`src/rtl/wb_i2c_if_if.sv`:
```
// wb_i2c_if_if: Wishbone classic register-port bundle for the I2C master.
// Signals: cyc_i/stb_i/we_i/adr_i[1:0]/dat_i[7:0] from the bus master;
// ack_o/dat_o[7:0]/irq back from the I2C controller.
// Modports: master (bus side), slave (controller side).
interface wb_i2c_if_if;
  logic       cyc_i, stb_i, we_i, ack_o, irq;
  logic [1:0] adr_i;
  logic [7:0] dat_i, dat_o;
  modport master (output cyc_i, stb_i, we_i, adr_i, dat_i, input ack_o, dat_o, irq);
  modport slave (input cyc_i, stb_i, we_i, adr_i, dat_i, output ack_o, dat_o, irq);
endinterface

```
`src/rtl/wb_i2c_if.sv`:
```
// wb_i2c_if: Wishbone-controlled byte-level I2C master.
// Ports: clk_i, rst_i (sync, active high); wb (wb_i2c_if_if.slave: cyc/stb/we/adr/dat_i,
// ack/dat_o, irq); scl_i/sda_i sampled lines; scl_o/sda_o open-drain drives (1 = release).
// Registers: 0 CSR {E,IE,BB,BC,0000}, 1 DPR (tx on write, rx on read),
// 2 CMDR {DON,NAK,AL,ERR,0,CMD}, 3 FSMR {0000,state}.
// Macro WB_I2C_IF_IRQ_EN: enables irq and CSR.IE; when undefined irq is 0 and IE reads 0.
module wb_i2c_if #(parameter int CLK_DIV = 250) (
  input  logic       clk_i,
  input  logic       rst_i,
  wb_i2c_if_if.slave wb,
  input  logic       scl_i,
  input  logic       sda_i,
  output logic       scl_o,
  output logic       sda_o
);
`ifdef WB_I2C_IF_IRQ_EN
  localparam bit IRQ_EN = 1'b1;
`else
  localparam bit IRQ_EN = 1'b0;
`endif
  localparam int CW = $clog2(CLK_DIV + 1);
  typedef enum logic [3:0] {IDLE, START, WRITE_BIT, ACK_IN, READ_BIT, ACK_OUT, STOP, DONE} state_t;
  state_t        st_q, ns_d;
  logic [CW-1:0] cnt_q;
  logic [1:0]    ph_q;
  logic [2:0]    bit_q, cmd;
  logic [7:0]    tx_q, rx_q, sh_q, dat_q, rd_d;
  logic          e_q, ie_q, bb_q, bc_q, don_q, nak_q, al_q, err_q, nakp_q, rnak_q, irq_q, ack_q, scl_q, sda_q;
  logic          req, wr, rd, scl_d, sda_d, hold, tick, bit_st, al_c, cmd_err;
  assign req = wb.cyc_i & wb.stb_i & ~ack_q;
  assign wr = req & wb.we_i;
  assign rd = req & ~wb.we_i;
  assign cmd = wb.dat_i[2:0];
  assign cmd_err = cmd == 3'b000 || cmd == 3'b111 || (cmd == 3'b110 && tx_q != 8'd0) ||
                   (!bc_q && (cmd == 3'b001 || cmd[2:1] == 2'b01));
  assign bit_st = st_q inside {WRITE_BIT, ACK_IN, READ_BIT, ACK_OUT};
  // a released SCL that still reads low is being stretched by a slave
  assign hold = scl_d & ~scl_i;
  assign tick = cnt_q == CW'(CLK_DIV - 1);
  assign al_c = (st_q == START || st_q == WRITE_BIT) && sda_q && scl_q && scl_i && !sda_i;
  assign wb.ack_o = ack_q;
  assign wb.dat_o = dat_q;
  assign wb.irq = IRQ_EN & irq_q;
  assign scl_o = scl_q;
  assign sda_o = sda_q;
  always_comb begin
    ns_d = cmd == 3'b100 ? START : cmd == 3'b001 ? WRITE_BIT : cmd == 3'b101 ? STOP :
           cmd == 3'b110 ? DONE : READ_BIT;
    rd_d = wb.adr_i == 2'd0 ? {e_q, ie_q, bb_q, bc_q, 4'd0} :
           wb.adr_i == 2'd1 ? rx_q :
           wb.adr_i == 2'd2 ? {don_q, nak_q, al_q, err_q, 4'd0} : {4'd0, st_q};
    // between commands the owner of the bus parks SCL low; otherwise both lines float
    scl_d = ~bc_q;
    sda_d = bc_q ? sda_q : 1'b1;
    if (st_q == START) begin
      scl_d = ph_q == 2'd0 ? scl_q : ph_q != 2'd3;
      sda_d = ph_q < 2'd2;
    end else if (st_q == STOP) begin
      scl_d = ph_q[1];
      sda_d = ph_q == 2'd0 ? sda_q : ph_q == 2'd3;
    end else if (bit_st) begin
      // SDA moves in quarter 1 so it never changes alongside an SCL edge
      scl_d = ph_q[1];
      sda_d = ph_q == 2'd0 ? sda_q : st_q == WRITE_BIT ? sh_q[7] : st_q == ACK_OUT ? rnak_q : 1'b1;
    end
  end
  always_ff @(posedge clk_i) begin
    if (rst_i) begin
      st_q <= IDLE;
      {cnt_q, ph_q, bit_q} <= '0;
      {tx_q, rx_q, sh_q, dat_q} <= '0;
      {e_q, ie_q, bb_q, bc_q, nak_q, al_q, err_q, nakp_q, rnak_q, irq_q, ack_q} <= '0;
      {don_q, scl_q, sda_q} <= 3'b111;
    end else begin
      ack_q <= req;
      if (req) dat_q <= rd_d;
      scl_q <= scl_d;
      sda_q <= sda_d;
      if (rd && wb.adr_i == 2'd2) irq_q <= 1'b0;
      if (wr && wb.adr_i == 2'd0) begin
        e_q <= wb.dat_i[7];
        ie_q <= IRQ_EN & wb.dat_i[6];
      end
      if (wr && wb.adr_i == 2'd1) tx_q <= wb.dat_i;
      if (!e_q) begin
        st_q <= IDLE;
        bb_q <= 1'b0;
        bc_q <= 1'b0;
      end else if (st_q == IDLE) begin
        if (wr && wb.adr_i == 2'd2) begin
          {don_q, nak_q, al_q} <= 3'b0;
          err_q <= cmd_err;
          if (cmd_err && ie_q) irq_q <= 1'b1;
          st_q <= cmd_err ? IDLE : ns_d;
          rnak_q <= cmd[0];
          {cnt_q, ph_q, bit_q, nakp_q} <= '0;
          sh_q <= tx_q;
        end
      end else if (st_q == DONE) begin
        don_q <= 1'b1;
        nak_q <= nakp_q;
        if (ie_q) irq_q <= 1'b1;
        st_q <= IDLE;
      end else if (al_c) begin
        al_q <= 1'b1;
        bc_q <= 1'b0;
        if (ie_q) irq_q <= 1'b1;
        st_q <= IDLE;
      end else if (!hold) begin
        cnt_q <= tick ? '0 : cnt_q + CW'(1);
        if (tick) ph_q <= ph_q + 2'd1;
        // sample at the midpoint of the SCL high time
        if (tick && ph_q == 2'd2 && st_q == READ_BIT) sh_q <= {sh_q[6:0], sda_i};
        if (tick && ph_q == 2'd2 && st_q == ACK_IN) nakp_q <= sda_i;
        if (tick && ph_q == 2'd3) begin
          bit_q <= bit_q + 3'd1;
          case (st_q)
            START: begin
              bb_q <= 1'b1;
              bc_q <= 1'b1;
              st_q <= DONE;
            end
            STOP: begin
              bb_q <= 1'b0;
              bc_q <= 1'b0;
              st_q <= DONE;
            end
            WRITE_BIT: begin
              sh_q <= {sh_q[6:0], 1'b0};
              st_q <= &bit_q ? ACK_IN : WRITE_BIT;
            end
            READ_BIT: begin
              if (&bit_q) rx_q <= sh_q;
              st_q <= &bit_q ? ACK_OUT : READ_BIT;
            end
            default: st_q <= DONE;
          endcase
        end
      end
    end
  end
endmodule

```
`src/flat_wrapper.sv`:
```
// flat-port wrapper written by rule: the top's interface ports become plain ports
module wb_i2c_if_flat 
#(parameter int CLK_DIV = 250)
  (clk_i, rst_i, scl_i, sda_i, scl_o, sda_o, wb_cyc_i, wb_stb_i, wb_we_i, wb_adr_i, wb_dat_i, wb_ack_o, wb_dat_o, wb_irq);
  wb_i2c_if_if wb_i ();
  input  logic clk_i;
  input  logic rst_i;
  input  logic scl_i;
  input  logic sda_i;
  output logic scl_o;
  output logic sda_o;
  input wire logic [$bits(wb_i.cyc_i)-1:0] wb_cyc_i;
  input wire logic [$bits(wb_i.stb_i)-1:0] wb_stb_i;
  input wire logic [$bits(wb_i.we_i)-1:0] wb_we_i;
  input wire logic [$bits(wb_i.adr_i)-1:0] wb_adr_i;
  input wire logic [$bits(wb_i.dat_i)-1:0] wb_dat_i;
  output wire logic [$bits(wb_i.ack_o)-1:0] wb_ack_o;
  output wire logic [$bits(wb_i.dat_o)-1:0] wb_dat_o;
  output wire logic [$bits(wb_i.irq)-1:0] wb_irq;
  assign wb_i.cyc_i = wb_cyc_i;
  assign wb_i.stb_i = wb_stb_i;
  assign wb_i.we_i = wb_we_i;
  assign wb_i.adr_i = wb_adr_i;
  assign wb_i.dat_i = wb_dat_i;
  assign wb_ack_o = wb_i.ack_o;
  assign wb_dat_o = wb_i.dat_o;
  assign wb_irq = wb_i.irq;
  wb_i2c_if #(.CLK_DIV(CLK_DIV)) u_core (.clk_i(clk_i), .rst_i(rst_i), .wb(wb_i), .scl_i(scl_i), .sda_i(sda_i), .scl_o(scl_o), .sda_o(sda_o));
endmodule
```
`config.mk`:
```
export PLATFORM = sky130hd
export DESIGN_NAME = wb_i2c_if_flat
export DESIGN_NICKNAME = d
export VERILOG_FILES = /design/src/rtl/wb_i2c_if_if.sv /design/src/rtl/wb_i2c_if.sv /design/src/flat_wrapper.sv
export SDC_FILE = /design/constraint.sdc
export NUM_CORES = 1
export LEC_CHECK = 0
export BUFFER_PORTS_ARGS = -buffer_cell sky130_fd_sc_hd__clkbuf_2
export CAP_MARGIN = 15
export CORE_ASPECT_RATIO = 0.9
export CORE_UTILIZATION = 60
export CTS_CLUSTER_SIZE = 10
export DETAILED_ROUTE_END_ITERATION = 10
export PLACE_DENSITY_LB_ADDON = 0.25
export SLEW_MARGIN = 20
export SYNTH_ARGS = -nofsm -noshare
export SYNTH_HDL_FRONTEND = slang
export SYNTH_SLANG_ARGS = --single-unit
```
`constraint.sdc`:
```
create_clock -name clk_i -period 3 [get_ports clk_i]
set_input_delay 0.6 -clock clk_i [delete_from_list [all_inputs] [get_ports clk_i]]
set_output_delay 0.6 -clock clk_i [all_outputs]
set_load 0.01 [all_outputs]
```
### After elaboration in Yosys (flattened, before gate mapping)

Index checks and enable logic that the tools add are counted.

* $add $sub $neg: 3
* reductions and logical operators: 49
* order comparisons: 1
* bitwise gates (word level): 12
* muxes and demuxes: 72
* eq/ne operators: 28

Operators with widths (number)
* $mux W8: 17
* $mux W4: 10
* $mux W1: 30
* $reduce_and A6 Y1: 4
* $mux W3: 6
* $eq A4 B3 Y1 const B: 4
* $reduce_and A3 Y1: 5
* $mux W2: 7
* $reduce_bool A2 Y1: 7
* $logic_and A1 B1 Y1: 13
* $eq A3 B3 Y1 const B: 4
* $ne A2 B2 Y1 const B: 5
* $reduce_and A10 Y1: 1
* $reduce_and A5 Y1: 2
* $add A8 B1 Y8 const B: 1
* $eq A4 B2 Y1 const B: 2
* $eq A8 B8 Y1 const B: 1
* $ne A4 B4 Y1 const B: 2
* $not A1 Y1: 8
* $pmux W4 S2: 1
* $reduce_bool A4 Y1: 2
* $reduce_bool A8 Y1: 1
* $eq A2 B2 Y1 const B: 3
* $logic_or A1 B1 Y1: 5
* 18 further kinds: 24

* word-level logic and storage cells: 185
* register bits after elaboration: 61

### Logic depth before layout (Yosys ltp)

* depth in word-level cells: 10
* mapped depth: 8
* gate-level depth less buffers: 7

### Worst setup path before layout

OpenSTA, ideal clock, no wires.

* path type: in2reg
* from: input wb_adr_i[0]
* to: register u_core.bit_q[0]
* arrival time: 2.255 ns
* cell stages on the path: 7
* buffers on the path: 2
* slack: 0.622 ns
* cell sequence: clkbuf_1 -> nor2b_1 -> buf_2 -> a31o_1 -> nand4_1 -> a211oi_2 -> mux2_1

* word-level cells in the longest chain between the ends: 4

Ends and longest elaborated chain
* from (decl): line flat_wrapper.sv:15 `input wire logic [$bits(wb_i.adr_i)-1:0] wb_adr_i;`
* $eq A2 B2 Y1: line wb_i2c_if.sv:90 `if (wr && wb.adr_i == 2'd2) begin`
* $logic_and A1 B1 Y1: line wb_i2c_if.sv:90
* $ne A2 B2 Y1 (no source line)
* $reduce_and A6 Y1 (no source line)
* to (signal assigned): line wb_i2c_if.sv:116 `bit_q <= bit_q + 3'd1;`
* to (decl): line wb_i2c_if.sv:26 `logic [2:0] bit_q, cmd;`

Every way passes these cells.
A chain may end at the register's enable or synchronous reset.

### Final worst setup path

* from: register u_core.ph_q[1]
* to: register u_core.bit_q[0]

* word-level cells in the longest chain between the ends: 6

Ends and longest elaborated chain
* from (decl): line wb_i2c_if.sv:25 `logic [1:0] ph_q;`
* from (signal assigned): line wb_i2c_if.sv:111 `if (tick) ph_q <= ph_q + 2'd1;`
* $ne A2 B2 Y1, or another cell as far along: line wb_i2c_if.sv:56 `scl_d = ph_q == 2'd0 ? scl_q : ph_q != 2'd3;`
* $mux W1 (on tied branches): line wb_i2c_if.sv:56, wb_i2c_if.sv:58
* $mux W1: line wb_i2c_if.sv:55 `if (st_q == START) begin`
* $and A1 B1 Y1: line wb_i2c_if.sv:38 `assign hold = scl_d & ~scl_i;`
* $ne A2 B2 Y1 (no source line)
* $reduce_and A6 Y1 (no source line) (*)

Mark *: on every way between the ends. The rest lies on a longest branch, timed or not.

==> results.tsv <==
metric	value	unit
Buf/Inv on CP	1	
worst r2r dst	u_core.bit_q[0]$_SDFFE_PP0P_	
routed vias/inst	6.61	
synth warn	0	
RSZ-0062 raised after global routing	no	
clk slew on worst S/H paths	0.07	ns
post-synthesis sequential area ratio	35.7	%
fmax	0.374	GHz
Levels on crit path	7	
die width	81.0	um
Worst Setup Start Kind	flip-flop	
Unique masters post-synth	62	
Largest delay share family, worst path	simple AND/OR/NAND/NOR gates	
CP max FO	12	
Inst Count DP	472	
Core Area	0.00532	mm2
total power	0.00166	W
endpoints failing setup	0	
Hold WC Path Type	reg2reg	
ANT nets after route	0	
Bufs on Longest Clock Path	2	
Area growth syn-to-layout	11.3	%
Post-CTS Resized	0	
WHS Endpoint	u_core.wb.dat_o[0]$_SDFFE_PP0N_	
TNS Setup	0	ns
# Post-CTS Setup Buffers	0	
Synth Net Count	418	
clock latency at the later pin of the worst-skew pair	0.35	ns
reg-to-reg startpoint	u_core.ph_q[1]$_SDFFE_PP0P_	
DR iter-0 viols	480	
CP Data Arrival Time	2.91	ns
Rows	25	
Post-Route WL	8790	um
Syn Area/Cell	8.55	um2
First-pass DRT Iterations	5	
Synth Instances	394	
Top FF cell, synth	dfxtp_1	
CTS buffer count	9	
DR DRC count	0	
worst reg2reg setup slack	0.32	ns
Pleak	1.32	nW
VDD IR max	389	uV
status	finished clean	
vias in the first global route	2788	
worst slew pin tran	0.760	ns
largest net degree at the start of global routing	52	
fin crit share	89.2	%
H-Tree Depth	3	
ANT cells	0	
Port Buffers	27	
slowest CP cell	and3_1	
Fin. Hold Viols	0	
global-route wire length before repair	13800	um
RD Place Congestion	0.922	
CP Capture Type	flip-flop	
Worst Reg-to-Reg Cells	7	
CP max stage delay	0.58	ns
layout cells sized above 1	16.6	%
Mapped Area	0.00337	mm2
CTS tree	built	
Hold Startpoint	u_core.wb.dat_o[0]$_SDFFE_PP0N_	
Final Skew	0.0114	ns
initial antenna violation count	0	
hold buffers post-CTS	0	
die area	0.00592	mm2
min Tclk post-route	2.68	ns
drt wl/cell	18.0	um
final setup margin	0.325	ns
Congestion Overflow GR	0	
Async S/R FF share, synth	0	%
Final Max Tran Viols	0	
DP HPWL	6070	um
clock sink total	60	
Setup Slack @ Placement	0.395	ns
# IOs	29	
final std cells w/o fill	488	
Max-cap violations	0	
Worst EP required	3.23	ns
Hold Path Cell Cnt	2	
Seq cells post-synth	60	
critical path class	reg2reg	
Pwr per Cell Area	443	mW/mm2
crit-path cells	inv_1 -> ha_1 -> or2_1 -> a31oi_1 -> and3_1 -> a211oi_2 -> mux2_1	
fin nets	440	
via count	3227	
starting density of the core	63.3	%
Clock Tree Root	clkbuf_8	
worst rel slew slack	49.1	%
final design utilization	70.5	%
chip height	73.1	um
Overall Global Routing Usage	31.3	%
Post-synth EDFFs	0	
metal layers:
| layer | share of wire, % | wire length, um | track usage, % |
|---|---|---|---|
| met1 | 44 | 3880 | 40.9 |
| met2 | 46 | 4030 | 48.4 |
| met3 | 8.1 | 715 | 8.88 |
| met4 | 1.8 | 161 | 12.9 |
| met5 | 0 | 0 | 0 |
worst max-delay path by stage:
| stage | from | endpoint |
|---|---|---|
| global route | u_core.ph_q[1]$_SDFFE_PP0P_ | u_core.bit_q[0]$_SDFFE_PP0P_ |
| global placement | u_core.ph_q[1]$_SDFFE_PP0P_ | u_core.bit_q[0]$_SDFFE_PP0P_ |
| floorplan | wb_adr_i[0] | u_core.bit_q[0]$_SDFFE_PP0P_ |
| CTS | u_core.ph_q[1]$_SDFFE_PP0P_ | u_core.bit_q[0]$_SDFFE_PP0P_ |
| detailed placement | u_core.ph_q[1]$_SDFFE_PP0P_ | u_core.bit_q[0]$_SDFFE_PP0P_ |
| finish | u_core.ph_q[1]$_SDFFE_PP0P_ | u_core.bit_q[0]$_SDFFE_PP0P_ |
tightest hold or removal path, delay by kind of cell, from the launching register on:
kind | cells | cell delay (ns)
DFF | 1 | 0.31
AOI/OAI and AO/OA | 1 | 0.05
and+or+nand+nor | 1 | 0.05
per-stage QoR:
stage	hold WS, ns	cell area [um2]
6_report	0.450	3750
5_1_grt	0.476	3750
4_1_cts	0.454	3750
3_5_place_dp	0.444	3550
3_3_place_gp	0.440	3550
2_1_floorplan	0.432	3370
cell type report:
type / count / area (um2)
well taps: 67 / 83.8
multi-input cells: 287 / 1960
flip-flops and latches: 60 / 1200
repair buffers: 39 / 225
clock buffers: 12 / 155
fillers: 434 / 1570
inverters: 19 / 71.3
clock inverters: 4 / 47.5
power by group:
group	switching [W]	internal [W]	total, W
combinational	0.0000605	0.0000322	0.0000927
sequential	0.00000469	0.000803	0.000808
clock	0.000332	0.000426	0.000759
state kept, by name (all words and copies together) (netlist names):
| signal | flops |
|---|---|
| u_core.al_q | 1 |
| u_core.bb_q | 1 |
| u_core.bc_q | 1 |
| u_core.bit_q | 3 |
| u_core.cnt_q | 8 |
| u_core.don_q | 1 |
| u_core.e_q | 1 |
| u_core.err_q | 1 |
| u_core.nak_q | 1 |
| u_core.nakp_q | 1 |
| u_core.ph_q | 2 |
| u_core.rnak_q | 1 |
| u_core.rx_q | 8 |
| u_core.scl_o | 1 |
| u_core.sda_o | 1 |
| u_core.sh_q | 8 |
| u_core.st_q | 3 |
| u_core.tx_q | 8 |
| u_core.wb.ack_o | 1 |
| u_core.wb.dat_o | 8 |
cell usage in the layout (no fill, tap or decap), types with 2 or more instances in the layout:
master,netlist,routed
a221oi_1,5,5
nand2b_1,4,4
o21ai_0,5,5
o21bai_1,2,2
clkbuf_2,0,27
a31oi_2,2,2
or3_1,5,5
nor2_1,37,37
a22oi_1,8,8
o21a_1,2,2
nand2_1,23,23
mux2_1,2,2
nor2b_1,6,6
a21oi_1,18,18
nor3b_1,3,3
nand4b_1,2,2
buf_4,2,12
nor3_1,19,18
nor4_1,2,2
mux2i_1,29,29
o211ai_1,3,3
a31oi_1,6,6
o21ai_1,6,6
ha_1,7,7
and3_1,5,5
or4_1,3,3
o31ai_1,2,2
clkbuf_8,0,11
clkinv_2,0,2
nand4_1,5,5
o22ai_1,2,2
inv_1,18,18
o32ai_1,14,14
o2111ai_1,5,5
mux2_2,4,4
nand3b_1,4,4
dfxtp_1,60,60
nand3_1,14,14
or2_1,2,2
a211oi_1,11,11
synth_stat cells (3+ instances only):
cell type  number  area share [%]
nand2b_1        4            0.74
nor2b_1         6             1.1
nor3b_1         3            0.67
nand4_1         5            0.93
dfxtp_1        60              36
o21ai_1         6            0.89
or3_1           5            0.93
ha_1            7             2.6
inv_1          18             2.0
nor3_1         19             2.8
buf_2           6            0.89
a211oi_1       11             2.5
nand2_1        23             2.6
a221oi_1        5             1.3
clkbuf_1       14             1.6
o32ai_1        14             3.6
buf_1           4            0.45
nor2_1         37             4.1
o2111ai_1       5             1.3
or4_1           3            0.67
a31oi_1         6             1.1
nand3_1        14             2.1
mux2_2          4             1.3
mux2i_1        29             8.6
a22oi_1         8             1.8
and3_1          5            0.93
nand3b_1        4            0.89
o211ai_1        3            0.67
a21oi_1        18             2.7
o21ai_0         5            0.74
cell families after synthesis:
| group | Yosys count | synth area share (%) |
|---|---|---|
| AOI/OAI and AO/OA | 103 | 23.1 |
| adders and majority gates | 7 | 2.60 |
| buffers and inverters | 47 | 6.13 |
| DFF | 60 | 35.7 |
| muxes | 35 | 10.6 |
| other | 1 | 0.111 |
| and+or+nand+nor | 141 | 21.8 |
(Power assumes the default switching activity.)
